==> config.mk <==
export PLATFORM = sky130hd
export DESIGN_NAME = m3_reader
export DESIGN_NICKNAME = d
export VERILOG_FILES = /design/src/rtl/m3_reader.sv
export SDC_FILE = /design/constraint.sdc
export NUM_CORES = 1
export LEC_CHECK = 0
export ABC_AREA = 1
export CELL_PAD_IN_SITES_DETAIL_PLACEMENT = 1
export CELL_PAD_IN_SITES_GLOBAL_PLACEMENT = 1
export CORE_ASPECT_RATIO = 1.4
export CORE_MARGIN = 10
export CORE_UTILIZATION = 39
export DETAILED_ROUTE_END_ITERATION = 12
export GPL_TIMING_DRIVEN = 0
export PLACE_DENSITY_LB_ADDON = 0.1
export SYNTH_ARGS = -nofsm -noshare
export SYNTH_HDL_FRONTEND = slang
export SYNTH_SLANG_ARGS = --single-unit
==> constraint.sdc <==
create_clock -name clk -period 4 [get_ports clk]
set_input_delay 0.8 -clock clk [delete_from_list [all_inputs] [get_ports clk]]
set_output_delay 0.8 -clock clk [all_outputs]
set_load 0.1 [all_outputs]
==> src/rtl/m3_reader.sv <==
// m3_reader: after a rising edge on start, reads every word of the M3 result RAM and
// streams it out on a valid/ready port. Define M3_READER_COLMAJOR_EN for column-major order.
module m3_reader #(
    parameter  int A        = 16,
    parameter  int C        = 24,
    parameter  int OUT_BITS = 32,
    localparam int M3_L     = A * C,
    localparam int AW       = $clog2(M3_L)
) (
    input  logic                clk,
    input  logic                rst,
    input  logic                start,
    output logic [AW-1:0]       m3_rd_addr,
    output logic                m3_rd_ena,
    input  logic [OUT_BITS-1:0] m3_rd_data,
    output logic [OUT_BITS-1:0] out_data,
    output logic                out_valid,
    input  logic                out_ready,
    output logic                out_last,
    output logic                done
);

    localparam int            RW       = (A > 1) ? $clog2(A) : 1;
    localparam int            CW       = (C > 1) ? $clog2(C) : 1;
    localparam logic [RW-1:0] ROW_LAST = RW'(A - 1);
    localparam logic [CW-1:0] COL_LAST = CW'(C - 1);
    localparam logic [AW-1:0] C_AW     = AW'(C);

    typedef enum logic [1:0] {
        IDLE,
        READ,
        DRAIN,
        DONE
    } state_t;

    state_t              state_q, state_d;
    logic                start_q, start_d;
    logic [RW-1:0]       row_q, row_d;
    logic [CW-1:0]       col_q, col_d;
    logic                inflight_q, inflight_d;
    logic                inflight_last_q, inflight_last_d;
    logic [OUT_BITS-1:0] fifo_data_q [2];
    logic [OUT_BITS-1:0] fifo_data_d [2];
    logic [1:0]          fifo_last_q, fifo_last_d;
    logic                wr_ptr_q, wr_ptr_d;
    logic                rd_ptr_q, rd_ptr_d;
    logic [1:0]          count_q, count_d;

    logic                start_edge;
    logic                pop;
    logic                issue;
    logic                elem_last;
    logic [2:0]          credit;

    always_ff @(posedge clk) begin
        // NOTE: every register here uses <= so all flops sample the same pre-edge values.
        if (rst) begin
            state_q         <= IDLE;
            start_q         <= 1'b0;
            row_q           <= '0;
            col_q           <= '0;
            inflight_q      <= 1'b0;
            inflight_last_q <= 1'b0;
            // NOTE: the two-word buffer is cleared so out_data reads 0 out of reset; a deep RAM would not be.
            fifo_data_q     <= '{default: '0};
            fifo_last_q     <= '0;
            wr_ptr_q        <= 1'b0;
            rd_ptr_q        <= 1'b0;
            count_q         <= '0;
        end else begin
            state_q         <= state_d;
            start_q         <= start_d;
            row_q           <= row_d;
            col_q           <= col_d;
            inflight_q      <= inflight_d;
            inflight_last_q <= inflight_last_d;
            fifo_data_q     <= fifo_data_d;
            fifo_last_q     <= fifo_last_d;
            wr_ptr_q        <= wr_ptr_d;
            rd_ptr_q        <= rd_ptr_d;
            count_q         <= count_d;
        end
    end

    assign out_valid  = (count_q != 2'd0);
    assign out_data   = fifo_data_q[rd_ptr_q];
    assign out_last   = out_valid & fifo_last_q[rd_ptr_q];
    assign done       = (state_q == DONE);
    assign m3_rd_ena  = issue;
    assign m3_rd_addr = AW'(row_q) * C_AW + AW'(col_q);

    assign start_edge = start & ~start_q;
    assign pop        = out_valid & out_ready;
    assign elem_last  = (row_q == ROW_LAST) && (col_q == COL_LAST);
    // Words the buffer is already committed to hold once this cycle's pop leaves.
    assign credit     = {1'b0, count_q} + {2'b00, inflight_q} - {2'b00, pop};

    always_comb begin
        // NOTE: every signal gets a default first so no path through the case can infer a latch.
        state_d         = state_q;
        start_d         = start;
        row_d           = row_q;
        col_d           = col_q;
        inflight_d      = 1'b0;
        inflight_last_d = 1'b0;
        fifo_data_d     = fifo_data_q;
        fifo_last_d     = fifo_last_q;
        wr_ptr_d        = wr_ptr_q;
        rd_ptr_d        = rd_ptr_q;
        issue           = 1'b0;

        if (inflight_q) begin
            fifo_data_d[wr_ptr_q] = m3_rd_data;
            fifo_last_d[wr_ptr_q] = inflight_last_q;
            wr_ptr_d              = ~wr_ptr_q;
        end
        if (pop) begin
            rd_ptr_d = ~rd_ptr_q;
        end
        count_d = count_q + {1'b0, inflight_q} - {1'b0, pop};

        unique case (state_q)
            IDLE: begin
                if (start_edge) begin
                    row_d   = '0;
                    col_d   = '0;
                    state_d = READ;
                end
            end
            READ: begin
                if (credit < 3'd2) begin
                    issue           = 1'b1;
                    inflight_d      = 1'b1;
                    inflight_last_d = elem_last;
`ifdef M3_READER_COLMAJOR_EN
                    if (row_q == ROW_LAST) begin
                        row_d = '0;
                        col_d = (col_q == COL_LAST) ? '0 : col_q + 1'b1;
                    end else begin
                        row_d = row_q + 1'b1;
                    end
`else
                    if (col_q == COL_LAST) begin
                        col_d = '0;
                        row_d = (row_q == ROW_LAST) ? '0 : row_q + 1'b1;
                    end else begin
                        col_d = col_q + 1'b1;
                    end
`endif
                    if (elem_last) begin
                        state_d = DRAIN;
                    end
                end
            end
            DRAIN: begin
                // Looking at the post-pop count lets done rise the cycle after the last beat.
                if (count_d == 2'd0) begin
                    state_d = DONE;
                end
            end
            DONE: begin
                if (!start) begin
                    state_d = IDLE;
                end
            end
            default: state_d = IDLE;
        endcase
    end

endmodule

=== Word-level counts from Yosys, hierarchy flattened ===
Cells that the tools add are included.

* Output and inout port bits: 45
* Word-level logic and storage cells: 87
* Register bits: 84
* Bits of input ports: 36

* Bitwise operators: 10
* $lt $le $gt $ge: 7
* $add $sub $neg: 7
* Eq/ne operators: 11
* Multipliers: 1
* Mux-type cells: 28
* Reduce and logical (&&, ||, !) cells: 11

{| class="wikitable"
|+ Operators by type and width
! kind !! number
|-
| $mux 32 || 4
|-
| $bwmux 64 || 1
|-
| $demux 32 s1 || 1
|-
| $mux 4 || 4
|-
| $mux 5 || 3
|-
| $ne 2x2->1 const B || 6
|-
| $mux 2 || 5
|-
| $pmux 5 s2 || 1
|-
| $add 9x5->9 || 1
|-
| $pmux 2 s4 || 1
|-
| $pmux 4 s2 || 1
|-
| $mul 4x2->6 const B || 1
|-
| $add 5x1->5 const B || 1
|-
| $eq 5x5->1 const B || 1
|-
| $mux 1 || 5
|-
| $not 1->1 || 5
|-
| $reduce_and 5->1 || 1
|-
| $add 4x1->4 const B || 1
|-
| $eq 2x2->1 const B || 2
|-
| $eq 4x4->1 const B || 1
|-
| $ge 2x2->1 const B || 2
|-
| $logic_not 2->1 || 2
|-
| $lt 1x2->1 const B || 2
|-
| $not 1->2 || 2
|-
| other kinds (16) || 21
|}

=== Depth between registers and ports, before layout ===
* Depth in word-level cells: 6
* Gate-level depth with buffers: 17
* Gate-level depth less buffers: 17

=== Worst setup path after synthesis ===
Ideal clock, no wire load.

* Path type: register -> output
* Start: reg count_q[1]
* End: out m3_rd_ena
* Buffers on the path: 0
* Cell stages (with the launch flop): 12
* Data arrival time: 3.653 ns
* Path slack: -0.453 ns
* Cell sequence: dfxtp_1 > nor2_1 > inv_1 > nand2_1 > inv_1 > ha_1 > inv_1 > ha_1 > inv_1 > fa_1 > nand3_4 > nor2_1

* Cells in the longest elaborated chain, start to end: 6
* Elaborated cells between the ends (all ways): 7
* Those cells by class: add/sub: 2; order compare: 1; mux: 2; bitwise: 1; reduce/logical: 1

{| class="wikitable"
|+ Ends and longest elaborated chain
! what !! RTL line !! text
|-
| start: declaration || 47 || <nowiki>logic [1:0] count_q, count_d;</nowiki>
|-
| start signal: assignment || 81 || <nowiki>count_q <= count_d;</nowiki>
|-
| $reduce_bool 2->1 || 85 || <nowiki>assign out_valid = (count_q != 2'd0);</nowiki>
|-
| via out_valid || 17 || <nowiki>output logic out_valid,</nowiki>
|-
| $and 1x1->1 || 93 || <nowiki>assign pop = out_valid & out_ready;</nowiki>
|-
| via pop || 50 || <nowiki>logic pop;</nowiki>
|-
| $sub 3x1->3 || 96 || <nowiki>assign credit = {1'b0, count_q} + {2'b00, inflight_q} - {2'b00, pop};</nowiki>
|-
| $lt 3x2->1 || 131 || <nowiki>if (credit < 3'd2) begin</nowiki>
|-
| $mux 1 || 131 ||
|-
| $mux 1 || 122 || <nowiki>unique case (state_q)</nowiki>
|-
| end: declaration || 14 || <nowiki>output logic m3_rd_ena,</nowiki>
|}

The timed path passes the listed nets, and every way through them passes these cells.

=== Final worst setup path ===
* Start: reg row_q[0]
* End: out m3_rd_addr[6]

* Cells in the longest elaborated chain, start to end: 2

{| class="wikitable"
|+ Ends and longest elaborated chain
! what !! RTL line !! text
|-
| start: declaration || 38 || <nowiki>logic [RW-1:0] row_q, row_d;</nowiki>
|-
| start signal: assignment || 73 || <nowiki>row_q <= row_d;</nowiki>
|-
| $mul 4x2->6 || 90 || <nowiki>assign m3_rd_addr = AW'(row_q) * C_AW + AW'(col_q);</nowiki>
|-
| $add 9x5->9 || 90 ||
|-
| end: declaration || 13 || <nowiki>output logic [AW-1:0] m3_rd_addr,</nowiki>
|}

No other way between the ends.

==> impl_summary.log <==
[metrics] result of the run: finished, final reports clean
[metrics] clk sinks: 84
[metrics] number of unique standard cell types used by synthesis: 28
[metrics] fraction of power consumed by the clock network: 21.1%
[metrics] maximum fanout count along the critical path: 5
[metrics] R2R cell count: 14
[metrics] global-route usage over all layers: 17.1%
[metrics] die outline area: 14,600 um^2
[metrics] clk slew on worst S/H paths: 0.06 ns
[metrics] share of power burned in registers: 25.2%
[metrics] Die Span X: 105 um
[metrics] Peak VDD IR: 0.489 mV
[metrics] Fin. Hold Viols: 0
[metrics] IO Port Bufs: 80
[metrics] EDFF count, synth: 0
[metrics] per-cell routed wire length: 15.4 um
[metrics] maximum frequency from static timing analysis: 260 MHz
[metrics] number of warnings printed during yosys synthesis: 0
[metrics] via density per instance: 4.91
[metrics] commonest non-fill, non-tap cell in the layout: nor2_1
[metrics] sw power: 2.21 mW
[metrics] die span in y: 139 um
[metrics] synthesis-stage register bit count: 84
[metrics] post-layout util: 52.9%
[metrics] area of the core: 9900 um^2
[metrics] library cell used as clock root buffer: clkbuf_16
[metrics] Rel. slew slack: 33.9%
[metrics] Detailed Place HPWL: 9190 um
[metrics] antenna violations before repair: 0
[metrics] clock latency at the later pin of the worst-skew pair: 0.34 ns
[metrics] commonest register cell after synthesis: dfxtp_1
[metrics] first-pass GRT wire length: 20,600 um
[metrics] placer's final routability congestion estimate: 0.784
[metrics] antenna-violating nets left: 0
[metrics] startpoint of the worst hold path: inflight_last_q$_SDFF_PP0_
[metrics] count of inserted antenna diode cells: 0
[metrics] critical path launch point: row_q[0]$_SDFFE_PP0P_
[metrics] number of global-route vias before repair: 4,240
[metrics] power per cell area: 827 nW/um^2
[metrics] sequential fraction of the synthesis area: 42.7%
[metrics] Tot Pwr: 4.33 mW
[metrics] maximum number of pins on one net before global-route repair: 15
[metrics] worst clock skew: 0.00522 ns
[metrics] leakage power figure: 2.29 nW
[metrics] number of design-rule violations left by the first detailed-router iteration: 120
[metrics] worst setup path category: flip-flop to primary output
[metrics] final worst path period share: 96.1%
[metrics] DRT Pass-1 Iters: 4
[metrics] CP endpoint kind: primary output
[metrics] critical path required time: 3.20 ns
[metrics] CTS tree: built
[metrics] Area growth syn-to-layout: 32.9%
[metrics] depth of the CTS H-tree: 3
[metrics] type of the worst min-delay path: flip-flop to flip-flop
[metrics] count of max-cap constraint violations: 0
[metrics] FF-to-FF Start: count_q[1]$_SDFF_PP0_
[metrics] RSZ-0062 raised after global routing: no
[metrics] Cell Int Power: 2.12 mW
[metrics] worst hold path cell count: 2
[metrics] Worst Tran Pin Value: 0.989 ns
[metrics] Final Net Count: 715
[metrics] remaining global-route overflow: 0
[metrics] combinational fraction of design power: 53.6%
[metrics] cell area after synthesis: 3940 um^2
[metrics] ratio of cells with drive above 1 in the final layout: 6.29%
[metrics] vias post-DR: 3,943
[metrics] cts bufs inserted: 9
[metrics] number of nets produced by synthesis: 624
[metrics] post-synthesis async set-or-reset flop share: 0%
[metrics] Top Ports: 81
[metrics] initial core utilization: 39.8%
[metrics] Final setup violation count: 0
[metrics] startpoint kind of the worst setup timing path: flip-flop
[metrics] final routed DRC violation total: 0
[metrics] post-route minimum period: 3.84 ns
[metrics] Max Root-Sink Buffers: 2
[metrics] drt total wl: 12,400 um
[metrics] placed insts: 787
[metrics] final std cells w/o fill: 803
[metrics] fraction of power spent switching nets: 51.1%
[metrics] Crit path arrival time: 3.04 ns
[metrics] Final TNS setup: 0 ns
[metrics] number of cells produced by synthesis: 572
[metrics] Avg Cell Area, Syn: 6.88 um^2
[metrics] fill count: 1,303
[metrics] max-slew violation count: 0
[metrics] standard-cell row count: 43
[metrics] leading cell types in the layout, fill and taps excluded: nor2_1 (164), nand2_1 (126), dfxtp_1 (84)
-- cell type report --
| type | instances | area (um^2) | area share, % |
|---|---|---|---|
| Multi-Input combinational cell | 425 | 2000 | 38.1 |
| Buffer | 31 | 140 | 2.68 |
| Timing Repair Buffer | 80 | 800 | 15.3 |
| Clock buffer | 10 | 239 | 4.57 |
| Inverter | 32 | 121 | 2.32 |
| Sequential cell | 84 | 1680 | 32.1 |
| Tap cell | 135 | 169 | 3.23 |
| Clock inverter | 6 | 86.3 | 1.65 |
-- layer usage --
layer  share of wire [%]  vias up  global-route usage (%)
met5                   0        -                       0
met4                 2.3        0                    7.39
met3                 2.7       18                    3.02
met2                  54       61                    32.3
met1                  41     1892                    17.7
li1                    -     1972                       -
-- what timing repair did --
action,CTS,global route
hold buffers,0,0
setup buffers,0,0
setup endpoints to repair,2,2
resized for setup,6,2
-- synth_stat cells, drive strengths merged, types with 3 or more instances --
library cell / instances / area share (%)
buf: 11 / 1.7
dfxtp: 84 / 43
inv: 28 / 2.7
nand2: 132 / 13
clkinv: 4 / 0.41
nor2: 166 / 16
clkbuf: 20 / 1.9
ha: 13 / 4.1
nand3: 10 / 1.6
o21ai: 74 / 9.6
a21oi: 10 / 1.6
nand4: 4 / 0.64
fa: 3 / 1.5
xor2: 6 / 1.3
-- registers in the layout, summed over array words and instances (netlist names) --
| register | cells |
|---|---|
| state_q | 2 |
| count_q | 2 |
| inflight_q | 1 |
| start_q | 1 |
| wr_ptr_q | 1 |
| fifo_data_q | 64 |
| fifo_last_q | 2 |
| col_q | 5 |
| row_q | 4 |
| rd_ptr_q | 1 |
| inflight_last_q | 1 |
-- through the flow --
stage | hold WS, ns | cell area, um^2 | setup slack [ns]
after floorplan | 0.450 | 3940 | 0.0116
after global placement | 0.462 | 4910 | -0.581
after detailed placement | 0.476 | 4910 | -0.646
after CTS | 0.493 | 5230 | 0.0564
after global routing | 0.518 | 5230 | 0.0205
final | 0.482 | 5230 | 0.157
-- critical path, cell delays in order (launching register included) --
cell	delay [ns]
dfxtp_1	0.36
ha_1	0.29
fa_1	0.43
xor2_1	0.29
xor2_1	0.18
clkdlybuf4s50_1	1.15
-- power by group through the flow --
stage,clock network (mW),logic (mW),registers [mW]
after floorplan,0,1.81,1.08
after global placement,0,2.29,1.10
after detailed placement,0,2.34,1.11
after CTS,0.930,2.35,1.09
after global routing,0.964,2.49,1.11
final,0.915,2.32,1.09
-- kinds of logic (layout without fill, tap and decap cells) --
logic type / after synthesis / count (layout) / synth area share (%)
and+or+nand+nor: 316 / 316 / 31.8
AOI/OAI and AO/OA: 86 / 86 / 11.6
buffers and inverters: 63 / 159 / 6.64
DFF: 84 / 84 / 42.7
adders and majority gates: 16 / 16 / 5.66
xor gates and xnor gates: 7 / 7 / 1.56
-- final timing paths --
check / to / slack, ns
setup / recovery: m3_rd_addr[6] / 0.16
hold reg to reg: fifo_last_q[0]$_SDFFE_PP0P_ / 0.48
setup reg to reg: row_q[1]$_SDFFE_PP0P_ / 1.26
hold / removal: fifo_last_q[0]$_SDFFE_PP0P_ / 0.48
No activity file was read; power rests on OpenSTA's default activity.
